`src/rtl/pipe_stage_chain.sv`:
```
// Parametrised chain of pipeline registers with per-stage valid bits, hazard stall with
// bubble insertion, young-stage flush, output backpressure and saturating perf counters.

module pipe_stage_chain_sat_cnt #(
    parameter int unsigned CNT_W = 32
) (
    input  logic             clk,
    input  logic             rst,
    input  logic             inc_i,
    output logic [CNT_W-1:0] count_o
);

    logic [CNT_W-1:0] count_q;
    logic [CNT_W-1:0] count_d;

    // Saturate at all-ones instead of wrapping
    always_comb begin
        count_d = count_q;
        if (inc_i && (count_q != {CNT_W{1'b1}})) begin
            count_d = count_q + CNT_W'(1);
        end
    end

    always_ff @(posedge clk or posedge rst) begin
        if (rst) begin
            count_q <= '0;
        end else begin
            count_q <= count_d;
        end
    end

    assign count_o = count_q;

endmodule

module pipe_stage_chain #(
    parameter int unsigned NUM_STAGES   = 4,
    parameter int unsigned DATA_W       = 64,
    parameter int unsigned STALL_STAGE  = 1,
    parameter int unsigned FLUSH_STAGES = 3,
    parameter int unsigned CNT_W        = 32
) (
    input  logic                             clk,
    input  logic                             rst,
    input  logic                             in_valid,
    input  logic [DATA_W-1:0]                in_data,
    output logic                             in_ready,
    input  logic                             stall_req,
    input  logic                             flush,
    output logic                             out_valid,
    output logic [DATA_W-1:0]                out_data,
    input  logic                             out_ready,
    output logic [NUM_STAGES-1:0]            stage_valid,
    output logic [NUM_STAGES*DATA_W-1:0]     stage_data,
    output logic [$clog2(NUM_STAGES+1)-1:0]  occupancy,
    output logic [CNT_W-1:0]                 stall_cycles,
    output logic [CNT_W-1:0]                 flush_count
);

    localparam int unsigned OCC_W = $clog2(NUM_STAGES + 1);

    logic [NUM_STAGES-1:0] valid_q;
    logic [NUM_STAGES-1:0] valid_d;
    logic [DATA_W-1:0]     data_q [NUM_STAGES];
    logic [DATA_W-1:0]     data_d [NUM_STAGES];

    logic hold_all;
    logic stall_eff;

    // Backpressure freezes everything; a stall is ignored while frozen or flushing
    always_comb begin
        hold_all  = valid_q[NUM_STAGES-1] & ~out_ready;
        stall_eff = stall_req & ~flush & ~hold_all;
        in_ready  = ~hold_all & ~stall_eff;
    end

    // Stage advance, bubble insertion and flush kill
    always_comb begin
        valid_d = valid_q;
        for (int unsigned i = 0; i < NUM_STAGES; i++) begin
            data_d[i] = data_q[i];
        end

        if (!hold_all) begin
            if (stall_eff) begin
                if (STALL_STAGE == 0) begin
                    valid_d[0] = 1'b0;
                end
            end else begin
                valid_d[0] = in_valid;
                data_d[0]  = in_data;
            end

            for (int unsigned i = 1; i < NUM_STAGES; i++) begin
                if (stall_eff && (i == STALL_STAGE)) begin
                    valid_d[i] = 1'b0;
                end else if (!stall_eff || (i > STALL_STAGE)) begin
                    valid_d[i] = valid_q[i-1];
                    data_d[i]  = data_q[i-1];
                end
            end
        end

        // Killed stages keep their stale payload; only the valid bit drops
        if (flush) begin
            for (int unsigned i = 0; i < FLUSH_STAGES; i++) begin
                valid_d[i] = 1'b0;
            end
        end
    end

    always_ff @(posedge clk or posedge rst) begin
        if (rst) begin
            valid_q <= '0;
            for (int unsigned i = 0; i < NUM_STAGES; i++) begin
                data_q[i] <= '0;
            end
        end else begin
            valid_q <= valid_d;
            for (int unsigned i = 0; i < NUM_STAGES; i++) begin
                data_q[i] <= data_d[i];
            end
        end
    end

    // Flattened per-stage views and occupancy popcount
    always_comb begin
        occupancy = '0;
        for (int unsigned i = 0; i < NUM_STAGES; i++) begin
            stage_data[i*DATA_W +: DATA_W] = data_q[i];
            occupancy = occupancy + OCC_W'(valid_q[i]);
        end
    end

    assign stage_valid = valid_q;
    assign out_valid   = valid_q[NUM_STAGES-1];
    assign out_data    = data_q[NUM_STAGES-1];

    pipe_stage_chain_sat_cnt #(.CNT_W(CNT_W)) u_stall_cnt (
        .clk     (clk),
        .rst     (rst),
        .inc_i   (stall_eff),
        .count_o (stall_cycles)
    );

    pipe_stage_chain_sat_cnt #(.CNT_W(CNT_W)) u_flush_cnt (
        .clk     (clk),
        .rst     (rst),
        .inc_i   (flush),
        .count_o (flush_count)
    );

endmodule

```
`config.mk`:
```
export PLATFORM = sky130hd
export DESIGN_NAME = pipe_stage_chain
export DESIGN_NICKNAME = d
export VERILOG_FILES = /design/src/rtl/pipe_stage_chain.sv
export SDC_FILE = /design/constraint.sdc
export NUM_CORES = 1
export LEC_CHECK = 0
export CELL_PAD_IN_SITES_DETAIL_PLACEMENT = 1
export CELL_PAD_IN_SITES_GLOBAL_PLACEMENT = 1
export CORE_AREA = 3 3 177 179
export CTS_CLUSTER_SIZE = 28
export DETAILED_ROUTE_END_ITERATION = 16
export DIE_AREA = 0 0 180 182
export DONT_BUFFER_PORTS = 1
export GPL_TIMING_DRIVEN = 0
export PLACE_DENSITY_LB_ADDON = 0.12
export SYNTH_ARGS = -nofsm -noshare
export SYNTH_HDL_FRONTEND = slang
export SYNTH_SLANG_ARGS = --single-unit
```
`constraint.sdc`:
```
create_clock -name clk -period 14.8 [get_ports clk]
set_input_delay 2.22 -clock clk [delete_from_list [all_inputs] [get_ports clk]]
set_output_delay 2.22 -clock clk [all_outputs]
set_load 0.01 [all_outputs]
```
=== Word level (Yosys, flattened, before mapping) ===
Index checks and enable logic that the tools add are counted.
W data, S select, Z words.

* Add/subtract/negate cells: 5
* Multiply operators: 0
* Divide/modulo/power cells: 0
* $lt $le $gt $ge: 0
* Eq/ne operators: 4
* Shift-type cells: 0
* Muxes and demuxes: 4
* Bitwise logic cells: 8
* Reductions and logical operators: 4

{| class="wikitable"
|+ Operators with widths
! cell !! count
|-
| $add A32 B1 Y32 const B || 2
|-
| $ne A32 B32 Y1 const B || 2
|-
| $mux W3 || 2
|-
| $and A1 B1 Y1 || 4
|-
| $ne A2 B2 Y1 const B || 2
|-
| $not A1 Y1 || 4
|-
| $reduce_and A2 Y1 || 2
|-
| $add A2 B1 Y3 || 1
|-
| $add A3 B1 Y3 || 1
|-
| $add A1 B1 Y2 || 1
|-
| $logic_and A1 B1 Y1 || 2
|-
| $mux W1 || 2
|}

* Register bits: 324
* Bits in latches: 0
* RAM bits: 0
* Memory bits (read-only): 0
* Input port bits: 70
* Output and inout bits: 393
* Logic and storage cells: 34
* Memories kept: 0

=== Depth between registers and ports, before layout ===
* Word-level depth: 7
* Mapped depth: 7
* Mapped depth without buffers: 6

=== Hierarchy ===
Synthesis repeated with hierarchy kept, for this count alone.

* Cell total of the unflattened synthesis: 910
* Area total of the unflattened synthesis: 13883.3 um^2

{| class="wikitable"
|+ Modules (own cells, without submodules)
! module !! times used !! cells an instance !! area an instance (um^2) !! sequential area each (um^2)
|-
| pipe_stage_chain || 1 || 632 || 10760.3 || 6506.2
|-
| pipe_stage_chain_sat_cnt || 2 || 139 || 1561.5 || 800.8
|}

=== Worst setup path before layout ===
No wires, ideal clock.

* Path kind: input port to output port
* From: in flush
* To: out in_ready
* Arrival: 3249 ps
* Data required time: 12580 ps
* Setup slack: 9331 ps
* Cell stages on the path: 5
* Cell sequence: clkbuf_1 > nand2b_1 > nor2b_1 > buf_2 > buf_2

* Cells in the longest elaborated chain, start to end: 5

{| class="wikitable"
|+ Ends and longest elaborated chain
! element !! RTL line !! source
|-
| from (decl) || 49 || <nowiki>input logic flush,</nowiki>
|-
| $not A1 Y1 || 73 || <nowiki>stall_eff = stall_req & ~flush & ~hold_all;</nowiki>
|-
| $and A1 B1 Y1 (2 in a row) || 73 ||
|-
| $not A1 Y1 (no source line) || - ||
|-
| $and A1 B1 Y1 || 74 || <nowiki>in_ready = ~hold_all & ~stall_eff;</nowiki>
|-
| to (decl) || 47 || <nowiki>output logic in_ready,</nowiki>
|}

Every way passes these cells.

=== Worst setup path in the final report ===
Ends and elaborated chain as after synthesis.

==> impl_metrics.env <==
export IMPL_cap_violations=0
export IMPL_crit_type="in2out"
export IMPL_setup_viol=0
export IMPL_rsz0062_at_grt="no"
export IMPL_hold_path_class="reg2reg"
export IMPL_post_dp_cell_area_um2=13770
export IMPL_dpl_hpwl_um=26490
export IMPL_cpPeakStageDelay_ns=0.36
export IMPL_fillers=2909
export IMPL_r2r_slack_ns=11.91
export IMPL_ys_async_sr_fraction=1.000
export IMPL_nets=1035
export IMPL_cp_top_family="buffers and inverters"
export IMPL_synth_warnings=0
export IMPL_min_period_ns=6.089
export IMPL_synthToLayoutAreaGrowth_pct=13.41
export IMPL_power_leakage_uw=0.006451
export IMPL_grt_start_max_net_pins=114
export IMPL_clock_fmax_ghz=0.1642
export IMPL_cp_depth=5
export IMPL_via_per_inst=5.423
export IMPL_clkPwrFrac=0.383
export IMPL_track_usage=0.2094
export IMPL_cts_buffers=36
export IMPL_clk_pin_slew_ns=0.06
export IMPL_row_count=63
export IMPL_finalMaxSlewViolations=0
export IMPL_worstPathBufferInverterCount=3
export IMPL_seq_area_frac_synth=0.6144
export IMPL_synthesis_nets=994
export IMPL_die_h_um=182
export IMPL_dpl_cell_count=1312
export IMPL_synth_top_flop_cell="dfrtp_1"
export IMPL_pwr_share_comb=0.097
export IMPL_cts_tree="built"
export IMPL_post_route_period_util=0.4114
export IMPL_drc=0
export IMPL_fin_skew_ns=0.01408
export IMPL_initial_core_util=0.4441
export IMPL_endpoint="in_ready"
export IMPL_die_area_um2=32760
export IMPL_reg2reg_to="stage_data[160]"
export IMPL_vias=7479
export IMPL_hold_buffers=0
export IMPL_clock_latency_ns=0.51
export IMPL_p_int_uw=1668
export IMPL_relSlewSlack=0.4889
export IMPL_cp_start_kind="primary input"
export IMPL_drt_pass1_iter_count=4
export IMPL_gp_congestion=0.7903
export IMPL_grt_pass1_wl_um=53270
export IMPL_finalWirelength_um=35340
export IMPL_design_core_area_um2=29720
export IMPL_p_switching_uw=644.3
export IMPL_clockBufferDepth=3
export IMPL_ys_ff_latch=324
export IMPL_final_area_um2=14970
export IMPL_ir_worst_vdd_v=0.00008644
export IMPL_antenna_found_initial=2
export IMPL_num_io_pins=463
export IMPL_synth_area_leaders="dfrtp_1 61%, mux2_2 22%, buf_4 3.7%"
export IMPL_crit_top_cell="buf_2"
export IMPL_syn_area_per_cell_um2=14.36
export IMPL_switching_share=0.2787
export IMPL_h_tree_depth=2
export IMPL_final_common_cell="dfrtp_1"
export IMPL_cp_arrival_ns=3.87
export IMPL_stdcell_count=1379
export IMPL_cts_num_sinks=324
export IMPL_ff2ff_path_depth=5
export IMPL_crit_path_end_kind="primary output"
export IMPL_reg2reg_from="stage_valid[3]"
export IMPL_drtIter0Drc=344
export IMPL_final_cell_mix="324 x dfrtp_1, 257 x mux2_2, 65 x buf_4"
export IMPL_path_max_fanout=10
export IMPL_synth_edf_count=0
export IMPL_cp_startpoint="flush"
export IMPL_die_w_um=180
export IMPL_worstMarginPinSlew_ns=0.7608
export IMPL_fin_hold_ws_ns=0.5626
export IMPL_cts_resized=0
export IMPL_layout_drive_gt1_share=0.4138
export IMPL_hold_violations=0
export IMPL_post_cts_setup_buffers=0
export IMPL_ys_types=42
export IMPL_overflow=0
export IMPL_status="complete, no violations"
export IMPL_yosysTopAreaCell="dfrtp_1"
export IMPL_power_density_nw_per_um2=154.5
export IMPL_ant_nets=0
export IMPL_wire_per_inst_um=25.63
export IMPL_crit_path_top_delay_cell="buf_2"
export IMPL_synthCells=919
export IMPL_p_seq_frac=0.520
export IMPL_port_buffers=0
export IMPL_synth_top_area_frac=0.6144
export IMPL_worstPathRequired_ns=12.58
export IMPL_grt_pass1_vias=8173
export IMPL_clock_tree_root_cell="clkbuf_16"
export IMPL_crit_chain="clkbuf_1 -> nand2b_1 -> nor2b_1 -> buf_2 -> buf_2"
export IMPL_netlist_area_um2=13200
==> cell families after synthesis <==
| family | count (synthesis) | synth area share |
|---|---|---|
| XOR/XNOR | 60 | 0.03982 |
| buffers and inverters | 106 | 0.05035 |
| adder cells (fa/ha/maj) | 5 | 0.005310 |
| AND/OR/NAND/NOR | 149 | 0.06144 |
| multiplexers | 258 | 0.2202 |
| AO/OA/AOI/OAI | 17 | 0.008533 |
| flip-flops | 324 | 0.6144 |
==> worst register-to-register path, stage by stage, from the launching register on <==
cell and delay, ns:
dfrtp_1 0.47, nor2b_1 0.32, clkbuf_1 0.55, clkbuf_1 0.65, buf_2 0.41, mux2_2 0.38
==> power by group through the flow <==
| stage | Combinational (µW) | Sequential, µW | Clock [µW] |
|---|---|---|---|
| 4_1_cts | 230 | 1210 | 913 |
| 3_3_place_gp | 218 | 1220 | 0 |
| 3_5_place_dp | 230 | 1220 | 0 |
| 2_1_floorplan | 195 | 1150 | 0 |
| 5_1_grt | 248 | 1220 | 953 |
| 6_report | 224 | 1200 | 885 |
==> state kept, by name, indices dropped and copies added (netlist names) <==
register	count
out_data	64
stage_data	192
stage_valid	4
u_flush_cnt.count_o	32
u_stall_cnt.count_o	32
==> per-layer routing <==
| metal | global-route usage | wire (µm) |
|---|---|---|
| met5 | 0 | 0 |
| met1 | 0.2396 | 13140 |
| met3 | 0.08233 | 3241 |
| met2 | 0.3670 | 18210 |
| met4 | 0.05693 | 749 |
==> area by class of cell <==
cell class / instances / area, µm² / area share
Inverter: 10 / 45.04 / 0.003010
Buffer: 96 / 626.9 / 0.04189
Clock inverter: 7 / 92.59 / 0.006187
Timing Repair Buffer: 3 / 82.58 / 0.005518
Multi-Input combinational cell: 489 / 4424 / 0.2956
Clock buffer: 57 / 1091 / 0.07290
Antenna cell: 3 / 7.507 / 0.0005016
Sequential cell: 324 / 8108 / 0.5418
Tap cell: 390 / 488.0 / 0.03261
==> how the worst min path moves through the flow <==
| stage | start | to | slack (ns) | cells past startpoint |
|---|---|---|---|---|
| finish | u_flush_cnt.count_o[30] | u_flush_cnt.count_o[30] | 0.56 | 1 |
| global route | u_flush_cnt.count_o[30] | u_flush_cnt.count_o[30] | 0.59 | 1 |
| CTS | u_flush_cnt.count_o[30] | u_flush_cnt.count_o[30] | 0.57 | 1 |
| detailed placement | u_flush_cnt.count_o[30] | u_flush_cnt.count_o[30] | 0.56 | 1 |
| global placement | u_flush_cnt.count_o[30] | u_flush_cnt.count_o[30] | 0.56 | 1 |
| floorplan | u_flush_cnt.count_o[30] | u_flush_cnt.count_o[30] | 0.52 | 1 |
==> synth_stat cells (all sizes together), types with 6 or more instances <==
| cell | number |
|---|---|
| nor3 | 15 |
| a21oi | 7 |
| xnor2 | 38 |
| nand2 | 27 |
| inv | 10 |
| buf | 84 |
| nor2 | 26 |
| xor2 | 22 |
| nand3 | 27 |
| dfrtp | 324 |
| and3 | 6 |
| nand4 | 20 |
| clkbuf | 12 |
| mux2 | 258 |
| and4 | 7 |
==> through the flow <==
step	setup slack (ns)	utilization	TNS (ns)	total power (µW)
2_1_floorplan	3.610	-	0	1342
3_3_place_gp	-0.3075	0.4605	-91.16	1440
3_5_place_dp	8.665	0.4635	0	1453
4_1_cts	8.675	0.5033	0	2352
5_1_grt	8.604	0.5036	0	2424
6_report	8.711	0.5036	0	2312
(Power assumes the default switching activity.)
